## src/rtl/vecmat_reduce.sv

```systemverilog
// vecmat_reduce: reduces a LANES-wide signed product bus through a three-level adder
// tree, accumulates multi-beat vectors and emits one saturated score per last beat.
module vecmat_reduce #(
    parameter int LANES     = 64,
    parameter int DW        = 16,
    parameter int ACCW      = 32,
    parameter int OUT_SHIFT = 0
) (
    input  logic                clk,
    input  logic                reset,
    input  logic                in_valid,
    output logic                in_ready,
    input  logic                in_last,
    input  logic [LANES*DW-1:0] tmp,
    output logic                out_valid,
    input  logic                out_ready,
    output logic [DW-1:0]       out_data,
    output logic                out_sat,
    output logic [7:0]          out_beats
);

    localparam int N1 = LANES / 4;
    localparam int N2 = N1 / 4;
    localparam int W1 = DW + 2;
    localparam int W2 = W1 + 2;
    localparam int W3 = W2 + $clog2(N2);

    localparam logic signed [ACCW-1:0] MAX_V = (ACCW'(1) << (DW - 1)) - ACCW'(1);
    localparam logic signed [ACCW-1:0] MIN_V = ~MAX_V;

    logic adv;
    logic accept;

    logic                 s1_valid_q, s1_last_q;
    logic signed [W1-1:0] s1_sum_q [N1];
    logic signed [W1-1:0] s1_sum_d [N1];

    logic                 s2_valid_q, s2_last_q;
    logic signed [W2-1:0] s2_sum_q [N2];
    logic signed [W2-1:0] s2_sum_d [N2];

    logic                 s3_valid_q, s3_last_q;
    logic signed [W3-1:0] s3_sum_q;
    logic signed [W3-1:0] s3_sum_d;

    logic signed [ACCW-1:0] acc_q, acc_d, acc_next, shifted;
    logic [7:0]             count_q, count_d, count_inc;
    logic                   out_valid_q, out_valid_d;
    logic [DW-1:0]          out_data_q, out_data_d;
    logic                   out_sat_q, out_sat_d;
    logic [7:0]             out_beats_q, out_beats_d;
    logic [DW-1:0]          clip_data;
    logic                   clip_sat;

    // A held result stalls the whole pipe; nothing moves until it is taken.
    assign adv      = !out_valid_q || out_ready;
    assign in_ready = adv && reset;
    assign accept   = in_valid && in_ready;

    // NOTE: size casts of signed operands sign-extend, so the tree widens exactly.
    always_comb begin
        for (int g = 0; g < N1; g++) begin
            s1_sum_d[g] = '0;
            for (int k = 0; k < 4; k++) begin
                s1_sum_d[g] = s1_sum_d[g] + W1'($signed(tmp[(4*g+k)*DW +: DW]));
            end
        end
    end

    always_comb begin
        for (int g = 0; g < N2; g++) begin
            s2_sum_d[g] = '0;
            for (int k = 0; k < 4; k++) begin
                s2_sum_d[g] = s2_sum_d[g] + W2'(s1_sum_q[4*g+k]);
            end
        end
    end

    always_comb begin
        s3_sum_d = '0;
        for (int g = 0; g < N2; g++) begin
            s3_sum_d = s3_sum_d + W3'(s2_sum_q[g]);
        end
    end

    // NOTE: sequential state uses non-blocking assignments only, so every stage
    // samples the pre-edge value of the stage before it.
    always_ff @(posedge clk or negedge reset) begin
        if (!reset) begin
            s1_valid_q <= 1'b0;
            s1_last_q  <= 1'b0;
            s1_sum_q   <= '{default: '0};
            s2_valid_q <= 1'b0;
            s2_last_q  <= 1'b0;
            s2_sum_q   <= '{default: '0};
            s3_valid_q <= 1'b0;
            s3_last_q  <= 1'b0;
            s3_sum_q   <= '0;
        end else if (adv) begin
            s1_valid_q <= accept;
            s1_last_q  <= accept && in_last;
            if (accept) begin
                s1_sum_q <= s1_sum_d;
            end
            s2_valid_q <= s1_valid_q;
            s2_last_q  <= s1_last_q;
            if (s1_valid_q) begin
                s2_sum_q <= s2_sum_d;
            end
            s3_valid_q <= s2_valid_q;
            s3_last_q  <= s2_last_q;
            if (s2_valid_q) begin
                s3_sum_q <= s3_sum_d;
            end
        end
    end

    // NOTE: every always_comb output gets a default first so no latch is inferred.
    always_comb begin
        acc_next  = acc_q + ACCW'(s3_sum_q);
        shifted   = acc_next >>> OUT_SHIFT;
        count_inc = (count_q == 8'hFF) ? 8'hFF : count_q + 8'd1;
        clip_sat  = 1'b0;
        clip_data = shifted[DW-1:0];
        if (shifted > MAX_V) begin
            clip_sat  = 1'b1;
            clip_data = MAX_V[DW-1:0];
        end else if (shifted < MIN_V) begin
            clip_sat  = 1'b1;
            clip_data = MIN_V[DW-1:0];
        end
    end

    always_comb begin
        acc_d       = acc_q;
        count_d     = count_q;
        out_valid_d = out_valid_q;
        out_data_d  = out_data_q;
        out_sat_d   = out_sat_q;
        out_beats_d = out_beats_q;
        if (adv) begin
            // Under adv a held result is being taken, so valid follows the new load.
            out_valid_d = s3_valid_q && s3_last_q;
            if (s3_valid_q) begin
                if (s3_last_q) begin
                    out_data_d  = clip_data;
                    out_sat_d   = clip_sat;
                    out_beats_d = count_inc;
                    acc_d       = '0;
                    count_d     = '0;
                end else begin
                    acc_d   = acc_next;
                    count_d = count_inc;
                end
            end
        end
    end

    always_ff @(posedge clk or negedge reset) begin
        if (!reset) begin
            acc_q       <= '0;
            count_q     <= '0;
            out_valid_q <= 1'b0;
            out_data_q  <= '0;
            out_sat_q   <= 1'b0;
            out_beats_q <= '0;
        end else begin
            acc_q       <= acc_d;
            count_q     <= count_d;
            out_valid_q <= out_valid_d;
            out_data_q  <= out_data_d;
            out_sat_q   <= out_sat_d;
            out_beats_q <= out_beats_d;
        end
    end

    assign out_valid = out_valid_q;
    assign out_data  = out_data_q;
    assign out_sat   = out_sat_q;
    assign out_beats = out_beats_q;

endmodule

```

## config.mk

```make
export PLATFORM = sky130hd
export DESIGN_NAME = vecmat_reduce
export DESIGN_NICKNAME = d
export VERILOG_FILES = /design/src/rtl/vecmat_reduce.sv
export SDC_FILE = /design/constraint.sdc
export NUM_CORES = 2
export LEC_CHECK = 0
export ABC_CLOCK_PERIOD_IN_PS = 10600
export CORE_ASPECT_RATIO = 1.5
export CORE_MARGIN = 4
export CORE_UTILIZATION = 23
export CTS_BUF_LIST = sky130_fd_sc_hd__clkbuf_16
export DETAILED_ROUTE_END_ITERATION = 6
export GPL_TIMING_DRIVEN = 1
export PLACE_DENSITY = 0.55
export SYNTH_ARGS = -nofsm -noshare
export SYNTH_HDL_FRONTEND = slang
export SYNTH_SLANG_ARGS = --single-unit
```

## constraint.sdc

```tcl
create_clock -name clk -period 10.6 [get_ports clk]
set_input_delay 1.59 -clock clk [delete_from_list [all_inputs] [get_ports clk]]
set_output_delay 1.59 -clock clk [all_outputs]
set_load 0.05 [all_outputs]
```

==> results by group <==
Timing
  – Minimum clock period: 5.49 ns
  – Ratio of final minimum period to clock period: 0.518
  – RSZ-0062 raised after global routing: false
  – Slew @ Worst Pin: 1.19 ns
  – Max Fclk: 182 MHz
  – Worst Setup Slack, final: 5.11 ns
  – Worst slew margin: 0.208
  – Final Max Slew Viols: 0
  – Setup_tns: 0 ns
  – Final Skew: 0.0425 ns
  – Final setup violation count: 0
  – Hold Fails Final Rpt: 0
  – Final hold slack: 0.485 ns

Synthesis
  – Most common library cells after synthesis: fa_1 (718), nand2_1 (637), dfrtp_1 (462)
  – Cell taking the most area after synthesis: fa_1
  – Largest cells by area after synthesis: fa_1 (30%), dfrtp_1 (24%), ha_1 (10%)
  – Ys async rst share: 1.00
  – Syn Area/Cell: 10.2 um2
  – Largest family of logic cells by synthesized area: adder cells
  – Yosys cell types: 81
  – Seq cells post-synth: 462
  – Mapped Area: 0.0482 mm2
  – Yosys warns: 0
  – EDFF count, synth: 0
  – Simple-gate portion of the synthesized area: 0.138
  – Post-synthesis compound-gate area fraction: 0.137
  – Sequential area share after synthesis: 0.240
  – Gate count of the mapped netlist: 4714
  – Cell with the most instances after synthesis: fa_1
  – Most used DFF post-synth: dfrtp_1
  – Post-synthesis mux area share: 0.00373
  – Adder-cell share of the synthesized area: 0.402
  – XOR/XNOR Fraction of Synth Area: 0.0557
  – Post-synthesis net count: 6862
  – Yosys top cell area share: 0.298

Hold path
  – Worst min-delay path category: reg2reg

Floorplan
  – Full die area: 0.217 mm2
  – Io pins: 1056
  – Std-Cell Rows: 205
  – Die span in x: 382 um
  – Core Box Area: 0.208 mm2
  – Chip height: 569 um
  – Initial Util: 0.232

Outcome
  – Failing checks: design-rule violations
  – Status: finished with violations

Layout
  – Area growth, synth to finish: 32.6%
  – Nets: 7875
  – Fin util: 0.307
  – Layout cell share with drive strength beyond 1: 0.0277

Critical path
  – Crit-path max FO: 4
  – Slowest cell on crit path: fa_1
  – Setup crit start kind: input pin
  – Most frequent CP cell: fa_1
  – CP Capture Type: flip-flop
  – Worst EP required: 11.15 ns
  – Critical path class: in2reg
  – Worst path cell trace: clkdlybuf4s50_1 > fa_1 > fa_1 > ha_1 > inv_1 > fa_1 > nor2b_1 > o21ai_0 > a21boi_0 > o21ai_0 > a211oi_1 > nor3_1 > nor3_1 > a2111oi_0 > mux2i_1 > nor2_1
  – Critical Path Max Stage Delay: 0.57 ns
  – CP top delay family: compound AO/OA/AOI/OAI gates
  – Crit path buf inv count: 2
  – Worst path arrival time: 6.04 ns

Routing
  – Routed length per instance: 22.0 um
  – Via density: 4.53
  – Residual DRC count: 3
  – Vias: 38800
  – Number of DRC markers in iteration 0: 2103
  – Routed WL: 189 mm
  – 1st-pass router iterations: 7
  – ANT nets after route: 0

Global routing
  – Largest net degree at the start of global routing: 179
  – Total track usage: 0.171
  – Global routing usage on met1: 0.200
  – Met2 usage in global routing: 0.329
  – Vias in the first global route: 41900
  – Initial antenna violation count: 33
  – Congestion Overflow GR: 0
  – First-pass GRT wire length: 274 mm
  – GR peak layer: met2
  – GR Layer Usage met3: 0.0220

Clock network
  – Clock Sinks: 462
  – Hold-fix buffers, CTS: 0
  – Clock-pin slew on the worst setup and hold paths: 0.07 ns
  – Latest clock arrival within the worst-skew pair: 0.68 ns
  – CTS Buf Count: 59
  – CTS Buffer Depth: 3
  – Post-CTS setup buffers: 0
  – Post-CTS sizing: 0
  – H-tree depth: 2
  – CTS tree: built
  – Clock root buffer: clkbuf_16

Power
  – Peak supply drop: 397 uV
  – Power density over cell area: 359 mW/mm2
  – Sw power: 12.1 mW
  – Sw Ratio: 0.525
  – Seq pwr share: 0.151
  – Internal power: 10.9 mW
  – Leakage dissipation: 26.7 nW
  – Comb power frac: 0.761
  – Part of the power in the clock network: 0.088

Run
  – # Max-Cap Violations: 0

Placed design
  – Final HPWL DP: 166 mm
  – Gp weighted congestion: 0.909
  – Setup WS pre-CTS: 4.36 ns
  – Buffers added on ports: 1055
## per-stage QoR
step | instances | cell area, um2 | total power [mW]
2_1_floorplan | 4714 | 48200 | 15.2
3_3_place_gp | 8460 | 62000 | 21.3
3_5_place_dp | 8460 | 62000 | 21.5
4_1_cts | 8565 | 63900 | 23.8
5_1_grt | 8575 | 63900 | 25.7
6_report | 8581 | 64000 | 23.0
## sequential cells by signal (all words and copies together), names as in the netlist
signal and count:
s3_valid_q 1, s1_sum_q 288, s1_last_q 1, out_valid 1
s2_last_q 1, out_beats 8, s3_sum_q 22, out_data 16
s3_last_q 1, acc_q 32, s1_valid_q 1, count_q 8
s2_sum_q 80, s2_valid_q 1, out_sat 1
## layer usage
layer	share of wire	vias to the layer above
li1	-	18500
met1	0.39	19300
met2	0.54	942
met3	0.041	149
met4	0.020	8
met5	0.00025	-
## final timing paths
check	from	endpoint	slack (ns)	depth (start not counted)
max	tmp[193]	s1_sum_q[233]	5.11	16
min	acc_q[0]	acc_q[0]	0.49	2
max reg2reg	s2_sum_q[21]	s3_sum_q[19]	5.35	15
min reg2reg	acc_q[0]	acc_q[0]	0.49	2
max in group asynchronous	reset	s1_sum_q[35]	7.22	4
min in group asynchronous	reset	s1_sum_q[257]	0.82	1
## cell type report
cell class / instances / area [um2]
fill: 21700 / 144000
multi-input combinational: 3943 / 35500
sequential: 462 / 11600
timing repair buffer: 1071 / 10700
tap: 2794 / 3500
clock buffer: 59 / 1480
inverter: 190 / 713
clock inverter: 46 / 428
antenna: 16 / 40.0
## power groups by stage
stage                     sequential, mW  combinational, mW  clock [mW]
after floorplan                     3.27               11.9           0
after global placement              3.54               17.8           0
after detailed placement            3.56               18.0           0
after CTS                           3.53               18.1        2.12
after global routing                3.61               19.9        2.18
final                               3.48               17.5        2.03
## tightest hold or removal path, cell delays in order, from the launching register on
cell and delay [ns]:
dfrtp_1 0.36, nand2_1 0.05, nand2_1 0.05
## kinds of logic (layout without fill, tap and decap cells)
kind of cell | Yosys count | after routing
other cells | 0 | 16
mux | 17 | 17
compound gates | 1067 | 1067
buf+inv | 309 | 1366
fa+ha+maj | 1119 | 1119
flops | 462 | 462
xor+xnor | 307 | 307
simple gates | 1433 | 1433
## layout by cell type, fill, tap and decap left out, types with 43 or more instances in the layout
master,netlist,layout
xor2_1,161,161
clkdlybuf4s50_1,0,1054
ha_1,401,401
nor2b_1,43,43
inv_1,190,196
nand2_1,637,634
or3_1,69,69
dfrtp_1,462,462
a21oi_1,209,209
o21ai_0,424,424
xnor2_1,146,146
a21o_1,59,59
clkbuf_16,0,59
a31oi_1,45,45
nand3_1,163,163
and3_1,57,56
fa_1,718,718
nor2_1,195,194
o31ai_1,52,52
a211oi_1,63,63
nor3_1,122,122
(Power assumes the default switching activity.)
